===== src/rtl/usbf_cdc_rx_port_pkg.sv =====
// Shared types and defaults for the destination-side USB-function CDC port.
package usbf_cdc_rx_port_pkg;

   typedef enum logic {
      ST_IDLE = 1'b0,
      ST_HOLD = 1'b1
   } cdc_state_e;

   localparam int unsigned USBF_SYNC_STAGES_DEF = 2;

endpackage


===== src/rtl/usbf_cdc_rx_port_sync_chain.sv =====
// W-bit multi-flop synchroniser chain with synchronous active-high reset.
module usbf_sync_chain
   import usbf_cdc_rx_port_pkg::*;
#(
   parameter int unsigned STAGES = USBF_SYNC_STAGES_DEF,
   parameter int unsigned W      = 1
) (
   input  logic         clk_i,
   input  logic         rst_i,
   input  logic [W-1:0] d_i,
   output logic [W-1:0] q_o
);

   logic [W-1:0] stage_q [STAGES];

   always_ff @(posedge clk_i) begin
      if (rst_i) begin
         for (int unsigned i = 0; i < STAGES; i++) stage_q[i] <= '0;
      end else begin
         stage_q[0] <= d_i;
         for (int unsigned i = 1; i < STAGES; i++) stage_q[i] <= stage_q[i-1];
      end
   end

   assign q_o = stage_q[STAGES-1];

endmodule


===== src/rtl/usbf_cdc_rx_port.sv =====
// Receive half of the USB-function CDC: synchronised control channels plus a
// req/ack toggle handshake that delivers bus words with valid/ready back-pressure.
module usbf_cdc_rx_port
   import usbf_cdc_rx_port_pkg::*;
#(
   parameter int unsigned       CH_NUM      = 4,
   parameter int unsigned       SYNC_STAGES = USBF_SYNC_STAGES_DEF,
   parameter logic [CH_NUM-1:0] PULSE_MASK  = '1,
   parameter int unsigned       BUS_W       = 16,
   parameter logic [BUS_W-1:0]  BUS_RST     = '0
) (
   input  logic              clk_i,
   input  logic              rst_i,
   input  logic [CH_NUM-1:0] async_ch_i,
   output logic [CH_NUM-1:0] ch_o,
   output logic              ch_any_o,
   input  logic              async_req_tgl_i,
   input  logic [BUS_W-1:0]  async_bus_i,
   output logic              ack_tgl_o,
   output logic              bus_valid_o,
   input  logic              bus_ready_i,
   output logic [BUS_W-1:0]  bus_data_o,
   output logic              bus_busy_o
);

   logic [CH_NUM-1:0] ch_s;
   logic [CH_NUM-1:0] ch_prev_q;
   logic [CH_NUM-1:0] ch_pulse_q, ch_pulse_d;
   logic              req_s;

   cdc_state_e        state_q, state_d;
   logic [BUS_W-1:0]  data_q, data_d;
   logic              seen_q, seen_d;
   logic              ack_q, ack_d;

   usbf_sync_chain #(
      .STAGES (SYNC_STAGES),
      .W      (CH_NUM)
   ) u_ch_sync (
      .clk_i (clk_i),
      .rst_i (rst_i),
      .d_i   (async_ch_i),
      .q_o   (ch_s)
   );

   usbf_sync_chain #(
      .STAGES (SYNC_STAGES),
      .W      (1)
   ) u_req_sync (
      .clk_i (clk_i),
      .rst_i (rst_i),
      .d_i   (async_req_tgl_i),
      .q_o   (req_s)
   );

   // Pulse channels get one extra registered edge-detect stage; level channels tap the chain directly.
   assign ch_pulse_d = (ch_s ^ ch_prev_q) & PULSE_MASK;

   always_ff @(posedge clk_i) begin
      if (rst_i) begin
         ch_prev_q  <= '0;
         ch_pulse_q <= '0;
      end else begin
         ch_prev_q  <= ch_s;
         ch_pulse_q <= ch_pulse_d;
      end
   end

   assign ch_o     = (ch_s & ~PULSE_MASK) | ch_pulse_q;
   assign ch_any_o = |(ch_o & PULSE_MASK);

   always_ff @(posedge clk_i) begin
      if (rst_i) begin
         state_q <= ST_IDLE;
         data_q  <= BUS_RST;
         seen_q  <= 1'b0;
         ack_q   <= 1'b0;
      end else begin
         state_q <= state_d;
         data_q  <= data_d;
         seen_q  <= seen_d;
         ack_q   <= ack_d;
      end
   end

   // async_bus_i is only sampled once req_s shows a new toggle, so the source holds it stable.
   always_comb begin
      state_d = state_q;
      data_d  = data_q;
      seen_d  = seen_q;
      ack_d   = ack_q;
      case (state_q)
         ST_IDLE: begin
            if (req_s != seen_q) begin
               data_d  = async_bus_i;
               seen_d  = req_s;
               state_d = ST_HOLD;
            end
         end
         ST_HOLD: begin
            if (bus_ready_i) begin
               ack_d   = seen_q;
               state_d = ST_IDLE;
            end
         end
         default: state_d = ST_IDLE;
      endcase
   end

   assign bus_valid_o = (state_q == ST_HOLD);
   assign bus_busy_o  = (state_q == ST_HOLD);
   assign bus_data_o  = data_q;
   assign ack_tgl_o   = ack_q;

endmodule


===== config.mk =====
export PLATFORM = sky130hd
export DESIGN_NAME = usbf_cdc_rx_port
export DESIGN_NICKNAME = d
export VERILOG_FILES = /design/src/rtl/usbf_cdc_rx_port_pkg.sv /design/src/rtl/usbf_cdc_rx_port_sync_chain.sv /design/src/rtl/usbf_cdc_rx_port.sv
export SDC_FILE = /design/constraint.sdc
export NUM_CORES = 1
export LEC_CHECK = 0
export CORE_MARGIN = 2
export CORE_UTILIZATION = 40
export CTS_CLUSTER_SIZE = 25
export DETAILED_ROUTE_END_ITERATION = 12
export PLACE_DENSITY = 0.76
export SLEW_MARGIN = 0
export SYNTH_ARGS = -nofsm -noshare
export SYNTH_HDL_FRONTEND = slang
export SYNTH_HIERARCHICAL = 1
export SYNTH_SLANG_ARGS = --single-unit

===== constraint.sdc =====
create_clock -name clk_i -period 1.7 [get_ports clk_i]
set_clock_uncertainty 0.15 [all_clocks]
set_input_delay 0.51 -clock clk_i [delete_from_list [all_inputs] [get_ports clk_i]]
set_output_delay 0.51 -clock clk_i [all_outputs]
set_load 0.005 [all_outputs]

; Word-level counts from Yosys, hierarchy flattened
; Memory sizes are Yosys's and may differ from the RTL's.
; Index checks and enable logic that the tools add are counted.
[op_classes]
n_eq_ne = 1
mux = 10
n_bitwise = 6
n_reduce_logical = 3
[ops]
columns = operator, n
row1 = $mux 4, 2
row2 = $mux 1, 7
row3 = $or 1x1->1, 4
row4 = $reduce_and 2->1, 2
row5 = $reduce_or 4->1, 1
row6 = $xor 4x4->4, 1
row7 = $pmux 1 s2, 1
row8 = $ne 1x1->1, 1
row9 = $not 1->1, 1
[totals]
elab_cells = 28
in_bits = 24
ramBits = 10
register_bits = 27
n_memories = 2
[mem_list]
columns = name, depth, width, rd, rd_clocked_by_memory_dff, wr, line
row1 = u_ch_sync.stage_q, 2, 4, 2, 0, 2, usbf_cdc_rx_port_sync_chain.sv:14  ; logic [W-1:0] stage_q [STAGES];
row2 = u_req_sync.stage_q, 2, 1, 2, 0, 2, usbf_cdc_rx_port_sync_chain.sv:14

; Logic depth before layout (Yosys ltp)
; Gate-level depths: netlist of run 1.
[logic_depth]
ltp_word = 3
mapped_depth = 4
depth_no_buf = 3

; Modules after synthesis
; The synthesis of run 1 kept the hierarchy.
[by_module_without_submodules]
columns = mod, n_inst, cells_per_inst, seq_area_each_um2, area_per_inst_um2
row1 = usbf_cdc_rx_port, 1, 108, 540.5, 1034.7
row2 = usbf_sync_chain (u_ch_sync), 1, 20, 160.2, 240.2
row3 = usbf_sync_chain (u_req_sync), 1, 4, 40.0, 52.6

; Worst setup path after synthesis of run 1
; No wires, ideal clock.
[synth_path]
kind = reg-to-output
start = register ch_pulse_q[1] (netlist: ch_o[1])
end = output ch_any_o
slack_ps = 217
t_arrival_ps = 823
path_stages_with_launch = 2
path_cell_list = dfxtp_1 -> or4_1
[synth_between]
elab_chain_cells = 1
[synth_lines]
columns = item, line
row1 = from (decl), usbf_cdc_rx_port.sv:28  ; logic [CH_NUM-1:0] ch_pulse_q, ch_pulse_d;
row2 = from (signal assigned), usbf_cdc_rx_port.sv:65  ; ch_pulse_q <= ch_pulse_d;
row3 = $reduce_or 4->1, usbf_cdc_rx_port.sv:70  ; assign ch_any_o = |(ch_o & PULSE_MASK);
row4 = to (decl), usbf_cdc_rx_port.sv:16  ; output logic ch_any_o,
; No other way between the ends.

; Worst setup path in the final report of run 1
; Ends and elaborated chain as after synthesis.

==> results of run 1 <==
==> cell families (layout without fill, tap and decap cells) <==
group	Yosys count	after routing	synth area share [%]
buffers and inverters	14	63	6.50
flip-flops	37	37	55.8
multiplexers	1	1	0.754
AND/OR/NAND/NOR	41	41	19.4
XOR/XNOR	6	6	5.09
AO/OA/AOI/OAI	33	33	12.4
==> worst paths after layout <==
check / from / end / cells after the start
setup reg to reg: seen_q$_SDFFE_PP0P_ / bus_data_o[8]$_SDFFE_PP0P_ / 4
setup / recovery: ch_o[1]$_SDFF_PP0_ / ch_any_o / 2
hold reg to reg: u_req_sync/stage_q[0][0]$_SDFF_PP0_ / u_req_sync/stage_q[0][1]$_SDFF_PP0_ / 1
hold / removal: u_req_sync/stage_q[0][0]$_SDFF_PP0_ / u_req_sync/stage_q[0][1]$_SDFF_PP0_ / 1
==> power groups by stage <==
stage	logic (mW)	clock network [mW]	registers, mW
floorplan	0.104	0	0.945
global placement	0.231	0	0.943
detailed placement	0.238	0	0.946
CTS	0.220	0.432	0.928
global route	0.238	0.477	0.932
finish	0.216	0.416	0.927
==> placed cells by master, fill, tap and decap left out, drive strengths merged <==
cell,instances
or4,1
xnor2,5
clkdlybuf4s50,24
nor2,6
a21oi,17
xor2,1
nor2b,14
dlygate4sd2,19
nor3b,1
buf,9
nand3b,16
nand3,1
clkbuf,8
clkdlybuf4s15,2
nand2,2
dlymetal6s2s,1
dfxtp,37
o21ai,16
mux2i,1
==> per-layer routing <==
metal | up-vias | track usage [%] | part of all wire [%]
met5 | - | 0 | 0
met4 | 0 | 5.47 | 1.2
met3 | 4 | 6.09 | 8.6
met2 | 37 | 28.0 | 50
met1 | 488 | 14.7 | 40
li1 | 534 | - | -
==> per-stage QoR <==
step / worst slack, ns / TNS [ns] / util [%]
after floorplan: 0.217 / 0 / -
after global placement: -0.221 / -0.221 / 59.3
after detailed placement: -0.235 / -0.235 / 59.3
after CTS: -0.272 / -0.720 / 60.4
after global routing: -0.328 / -0.605 / 60.6
final: -0.254 / -0.455 / 60.6
==> registers in the layout, indices dropped and copies added, names as in the netlist <==
name / cells
ack_tgl_o: 1
bus_busy_o: 1
bus_data_o: 16
ch_o: 4
ch_prev_q: 4
seen_q: 1
u_ch_sync/stage_q: 8
u_req_sync/stage_q: 2
==> layout make-up <==
cell class	count	area, um^2	share of cell area [%]
clock buffers	8	48.8	2.60
well taps	44	55.1	2.93
multi-input cells	81	500	26.6
flip-flops and latches	37	758	40.3
repair buffers	55	517	27.5
==> timing repair <==
action / 4_1_cts / 5_1_grt
pin swaps: 1 / 1
cloned: 0 / 0
gates resized for setup: 39 / 3
setup endpoints to repair: 24 / 4
==> results.md, run 1 <==
- The flow ran to the end, but the final reports show violations.
- The final reports fail on setup timing.
- The count of boundary I/O pins is 48.
- The clock edge transition at the registers on the reported setup and hold paths is 0.10 ns.
- The part of the cycle the worst path needs is 115%.
- Sequential cells account for 59.4% of the total power.
- During synthesis, Yosys emitted a total of 6 warnings.
- The DRC violation total after the first TritonRoute iteration is 34.
- The slew of the pin with the lowest slew margin is 0.266 ns.
- Summing all placed instances gives a cell area of 1840 um^2.
- The critical path arrival is 1.29 ns.
- The most frequent cell after synthesis is dfxtp_1.
- Across the VDD grid, the largest voltage drop is 0.000506 V.
- The ratio of total power to cell area is 830 nW/um^2.
- The final setup violation count is 2.
- The mean area per synthesized cell is 10.1 um^2.
- The max-cap check violation count is 0.
- The buffer and inverter count on the worst path is 1.
- Sequential elements use 55.8% of the synthesized area.
- Of the cells placed in the final design, the portion with a size suffix greater than 1 is 16.6%.
- The detailed router placed 1,063 vias in this run.
- The initialized floorplan defines 20 standard-cell rows.
- The initial antenna violation count is 0.
- Of the total power, the clock network draws 26.7%.
- For this design the static power due to leakage is 0.774 nW.
- The final-report hold violation count is 0.
- Timing would allow up to 512 MHz.
- The total inserted antenna cells is 0.
- Walking the worst path, the cells encountered are or4_1 -> buf_2.
- The worst path in the final design needs a cycle of 1.95 ns, including I/O delays and setup.
- Synthesis instantiated 19 different standard cells from the library.
- The first detailed-routing pass took 4 iterations.
- Setup slack on the worst reg-to-reg path comes out at 0.38 ns.
- For this run, design rule violations remaining after detail routing come to 0.
- The kind of cell with the highest combined delay on the critical path is simple AND/OR/NAND/NOR gates.
- The starting density of the core is 42.8%.
- In the final design database the tool counted 204 nets.
- The via count of the first global-routing pass was 1,038.
- The internal portion of the total power is 1.20 mW.
- The fraction of synthesized cell area taken by the top area cell type is 55.8%.
- No sink is reached through more buffers than the 2 on the longest clock path.
- The maximum number of pins on one net before global-route repair is 38.
- Compared with the post-synthesis result, the final layout area differs by 41.6%.
- The count of antenna-violating nets left after detailed routing is 0.
- The critical path data required time is 1.04 ns.
- The power dissipated by switching net loads is 355 uW.
- Leaving out filler cells and counting taps, the final layout contains 225.
- The startpoint-to-endpoint class of the critical path is reg2out.
- The final count of pins violating max slew came to 0.
- Counting the fill cells in the layout gives 295.
- The commonest cells after synthesis are 37 x dfxtp_1, 17 x a21oi_1, 16 x nand3b_1.
- The largest incremental delay on the critical path is 0.50 ns.
- The critical-path cell with the highest stage delay is or4_1.
- In this run the worst hold path is classified as reg2reg.
- The hold slack is 0.293 ns.
- Synthesis produced a netlist with a net count of 156.
- The level count of the clock H-tree is 2.
- At the end of routability-driven placement, the weighted congestion stood at 0.721.
- The cell count after synthesis came out at 132.
- The die area is 3800 um^2.
- The CTS tree is yes.
- The number of synthesized flops with an enable pin is 0.
- The post-layout instance area is 1880 um^2.
- In this run, post-CTS hold repair placed 0 buffers.
- Once routing completed, OpenROAD measured the worst setup slack at -0.254 ns.
- The core area is 3100 um^2.
- At the later pin of the worst-skew pair, clock insertion delay measures 0.33 ns.
- Once the clock tree was built, the setup fixing pass inserted 0 buffers.
- Wires add up to 2630 um.
- The number of clock sinks seen by CTS is 37.
- Dividing the detail-routed wire length by the instance count gives 11.7 um.
- The vias per cell is 4.72.
- The overall global routing resource usage is 15.0%.
- The combinational cell fraction of total power is 13.9%.
- In this run, CTS created clock tree buffers numbering 5.
- Setup repair after global routing could not meet its margin everywhere.
- The die is 61.6 um wide.
- The category of the worst setup path capture point is a primary output.
- In this run the worst path has a maximum fanout of 2.
- The leading register cell type out of synthesis is dfxtp_1.
- Ranked by total cell area, the synthesized netlist is headed by dfxtp_1 56%, nand3b_1 9.0%, nor2b_1 6.6%, a21oi_1 6.4%, o21ai_0 5.3%.
- The post-synthesis async set-or-reset flop share is 0%.
- The flip-flop and latch count after synthesis is 37.
- The normalized max-slew margin is 82.2%.
- The count of input and output buffers is 47.
- In this run switching power makes up 22.8% of total power.
- The top cell type by total area after synthesis is dfxtp_1.
- The first global-routing pass estimated 4110 um of wire.
- The clock root buffer is clkbuf_4.
- The height of the chip is 61.6 um.
- After synthesis the cells add up to 1330 um^2.
- The cell total after placement is 217.
- The element type at the critical path start is a register.
- The total power draw is 1.56 mW.
- Global routing finished with a remaining overflow of 0.
Power figures use the tool's default switching activity.
==> run 2: changes to the inputs <==
--- a/config.mk
+++ b/config.mk
@@ -5,7 +5,6 @@
 export SDC_FILE = /design/constraint.sdc
 export NUM_CORES = 1
 export LEC_CHECK = 0
-export CORE_MARGIN = 2
 export CORE_UTILIZATION = 40
 export CTS_CLUSTER_SIZE = 25
 export DETAILED_ROUTE_END_ITERATION = 12
==> run 2 against run 1 <==
  * Critical path depth stayed put
  * Combinational power is essentially flat
  * Worst hold slack got worse by 0.0023 ns
  * Cell count grew 0.44%
  * First-iteration DRC count grew to 3.1 times the previous value
  * The run still ends with setup timing left
==> results.md, run 2 (synthesis results as in run 1) <==
- The category of the worst setup path capture point is a primary output (unchanged).
- The met2 track demand over resource is 31.5% (was 28.0%).
- The placement row count is 20 (unchanged).
- The via count of the first global-routing pass is 1,119 (was 1,038).
- The startpoint of the tightest hold check path is u_ch_sync/stage_q[0][2]$_SDFF_PP0_ (was u_req_sync/stage_q[0][0]$_SDFF_PP0_).
- The clock root buffer is clkbuf_4 (unchanged).
- The number of clock sinks seen by CTS is 37 (unchanged).
- The flip-flop count of the largest register after layout is 16 (unchanged).
- The buffer and inverter count on the worst path was 1 (unchanged).
- The share of post-route cells with drive strength above 1 is 20.3% (was 16.6%).
- The number of buffers on the longest clock path is 2 (unchanged).
- The number of cells traversed by the worst hold path is 1 (unchanged).
- The leading cell type in the layout, fill and taps excluded is clkdlybuf4s50_1 (unchanged).
- The via count was 1,088 (was 1,063).
- The initial antenna violation count is 0 (unchanged).
- The overall global routing resource usage is 17.1% (was 15.0%).
- The sum of overflow across all layers after global routing is 0 (unchanged).
- The post-route non-filler standard cell count came to 226 (was 225).
- The first-pass GRT wire length is 4460 um (was 4110 um).
- The final core utilization is 61.9% (was 60.6%).
- The final setup violation count was 3 (was 2).
- The critical path data required time came to 1.04 ns (about the same).
- The maximum number of pins on one net before global-route repair was 37 (was 38).
- The largest incremental delay on the critical path is 0.50 ns (about the same).
- The number of nets in the final layout is 205 (was 204).
- The total inserted antenna cells was 0 (unchanged).
- The type of the most critical hold path was reg2reg (unchanged).
- The final count of pins violating max slew came to 0 (unchanged).
- Outcome: finished with violations (unchanged).
- The critical path arrival was 1.29 ns (about the same).
- The final weighted congestion of routability-driven global placement came to 0.659 (was 0.721).
- The count of boundary I/O pins is 48 (unchanged).
- The HPWL after detailed placement is 1880 um.
- The post-route worst setup slack is -0.253 ns (was -0.254 ns).
- The number of buffers created by CTS came to 5 (unchanged).
- RSZ-0062 raised after global routing: yes (unchanged).
- Violations in the final reports: setup timing (unchanged).
- The kind of cell with the highest combined delay on the critical path is simple AND/OR/NAND/NOR gates (unchanged).
- The part of the cycle the worst path needs is 115% (about the same).
- Most used cells in the layout excluding fill and tap cells: 25 x clkdlybuf4s50_1, 20 x dfxtp_1, 18 x dlygate4sd2_1 (was 24 x clkdlybuf4s50_1, 23 x dfxtp_1, 19 x dlygate4sd2_1).
- The average routed wire per standard cell is 11.7 um (about the same).
- The number of hold buffers added after CTS is 0 (unchanged).
- The element type at the critical path start is a register (unchanged).
- The DRC violation total after the first TritonRoute iteration is 107 (was 34).
- The met1 track utilization from global routing came to 17.3% (was 14.7%).
- The die boundary width is 59.6 um (was 61.6 um).
- The largest driver fanout on the critical path is 2 (unchanged).
- The worst-skew pair later-pin latency came to 0.34 ns (was 0.33 ns).
- The cell count of the worst reg-to-reg path was 4 (unchanged).
- The critical-path cell with the highest stage delay is or4_1 (unchanged).
- The endpoint of the worst-slack reg-to-reg timing path is bus_data_o[14]$_SDFFE_PP0P_ (was bus_data_o[8]$_SDFFE_PP0P_).
- The max-cap check violation count came to 0 (unchanged).
- The reg-to-reg critical path startpoint is seen_q$_SDFFE_PP0P_ (unchanged).
- The total negative setup slack was -0.686 ns (was -0.455 ns).
- The area growth from synthesis to layout is 44.6% (was 41.6%).
- The count of input and output buffers is 47 (unchanged).
- Critical-path cell list: or4_1 -> buf_2 (unchanged).
- The vias per cell is 4.81 (was 4.72).
- The setup slack of the worst register-to-register path is 0.34 ns (was 0.38 ns).
- The die area is 3550 um^2 (was 3800 um^2).
- The starting density of the core is 42.8% (unchanged).
- The cell total after placement came to 217 (unchanged).
- The worst ir drop on vdd came to 0.000656 V (was 0.000506 V).
- The static leakage was 0.777 nW (was 0.774 nW).
- The total power draw is 1.77 mW (was 1.56 mW).
- The met3 global-route usage is 5.02% (was 6.09%).
- The most used routing layer was met2 (unchanged).
- The level count of the clock H-tree was 2 (unchanged).
- The slew of the pin with the lowest slew margin was 0.392 ns (was 0.266 ns).
- The ratio of total power to cell area is 923 nW/um^2 (was 830 nW/um^2).
- The hold slack was 0.290 ns (was 0.293 ns).
- The final critical path time including I/O delays and setup is 1.95 ns (about the same).
- The count of antenna-violating nets left after detailed routing is 0 (unchanged).
- The normalized max-slew margin is 73.9% (was 82.2%).
- The DRC violation count after routing is 0 (unchanged).
- The core area was 3100 um^2 (unchanged).
- The destination of the worst hold path is u_ch_sync/stage_q[0][6]$_SDFF_PP0_ (was u_req_sync/stage_q[0][1]$_SDFF_PP0_).
- The clock edge transition at the registers on the reported setup and hold paths is 0.10 ns (about the same).
- The startpoint-to-endpoint class of the critical path is reg2out (unchanged).
- The height of the chip was 59.6 um (was 61.6 um).
- The detailed-routing iteration count for the pre-antenna-repair pass came to 5 (was 4).
- The final-report hold violation count came to 0 (unchanged).
- The final routed wirelength across all metal layers is 2650 um (was 2630 um).
- The CTS tree is yes (unchanged).
- The start point of the critical path is ch_o[1]$_SDFF_PP0_ (unchanged).
- The timing-limited maximum frequency is 512 MHz (about the same).
[run 2: cell count changes in the layout (fill, tap and decap cells not counted), moves of 2 or more]
cell | before | now
dfxtp_1 | 23 | 20
clkbuf_1 | 3 | 1
buf_4 | 7 | 9
dfxtp_2 | 14 | 17
[run 2: report_power, final]
| part | switching, mW | internal, mW |
|---|---|---|
| combinational | 0.0864 | 0.131 |
| sequential | 0.0187 | 0.910 |
| clock | 0.274 | 0.351 |
| total | 0.379 | 1.39 |
[run 2: timing repair]
item | CTS | global route
hold endpoints to repair | 0 | 0
buffers inserted | 1 | 0
endpoints found under the setup margin | 24 | 5
gates resized for setup | 45 | 2
pin swaps | 0 | 0
[run 2: per-stage QoR]
stage,instance area (um^2),setup WS [ns]
after floorplan,1330,0.217
after global placement,1830,-0.228
after detailed placement,1830,-0.216
after CTS,1910,-0.273
after global routing,1920,-0.298
final,1920,-0.253
[run 2: worst max path at each step]
stage | endpoint | slack [ns] | cells past startpoint
after floorplan | ch_any_o | 0.22 | 1
after global placement | ch_any_o | -0.23 | 2
after detailed placement | ch_any_o | -0.22 | 2
after CTS | ch_any_o | -0.27 | 2
after global routing | ch_any_o | -0.30 | 2
final | ch_any_o | -0.25 | 2
[run 2: area by class of cell]
cell class,instances,area [um^2]
Clock buffer,7,55.1
Tap cell,44,55.1
Fill cell,289,1180
Timing Repair Buffer,56,505
Sequential cell,37,762
Multi-Input combinational cell,81,512
Clock inverter,1,30.0
[run 2: routing by layer]
metal	part of all wire, %	vias to the layer above
met2	50	41
met4	2.1	0
met1	41	503
li1	-	537
met5	0	-
met3	7.0	7
==> run 3: changes to the inputs <==
--- a/config.mk
+++ b/config.mk
@@ -5,6 +5,7 @@
 export SDC_FILE = /design/constraint.sdc
 export NUM_CORES = 1
 export LEC_CHECK = 0
+export ABC_CLOCK_PERIOD_IN_PS = 1700
 export CORE_UTILIZATION = 40
 export CTS_CLUSTER_SIZE = 25
 export DETAILED_ROUTE_END_ITERATION = 12
==> results of run 3 <==
The final DEF is identical to that of run 2; final timing and power are the same.
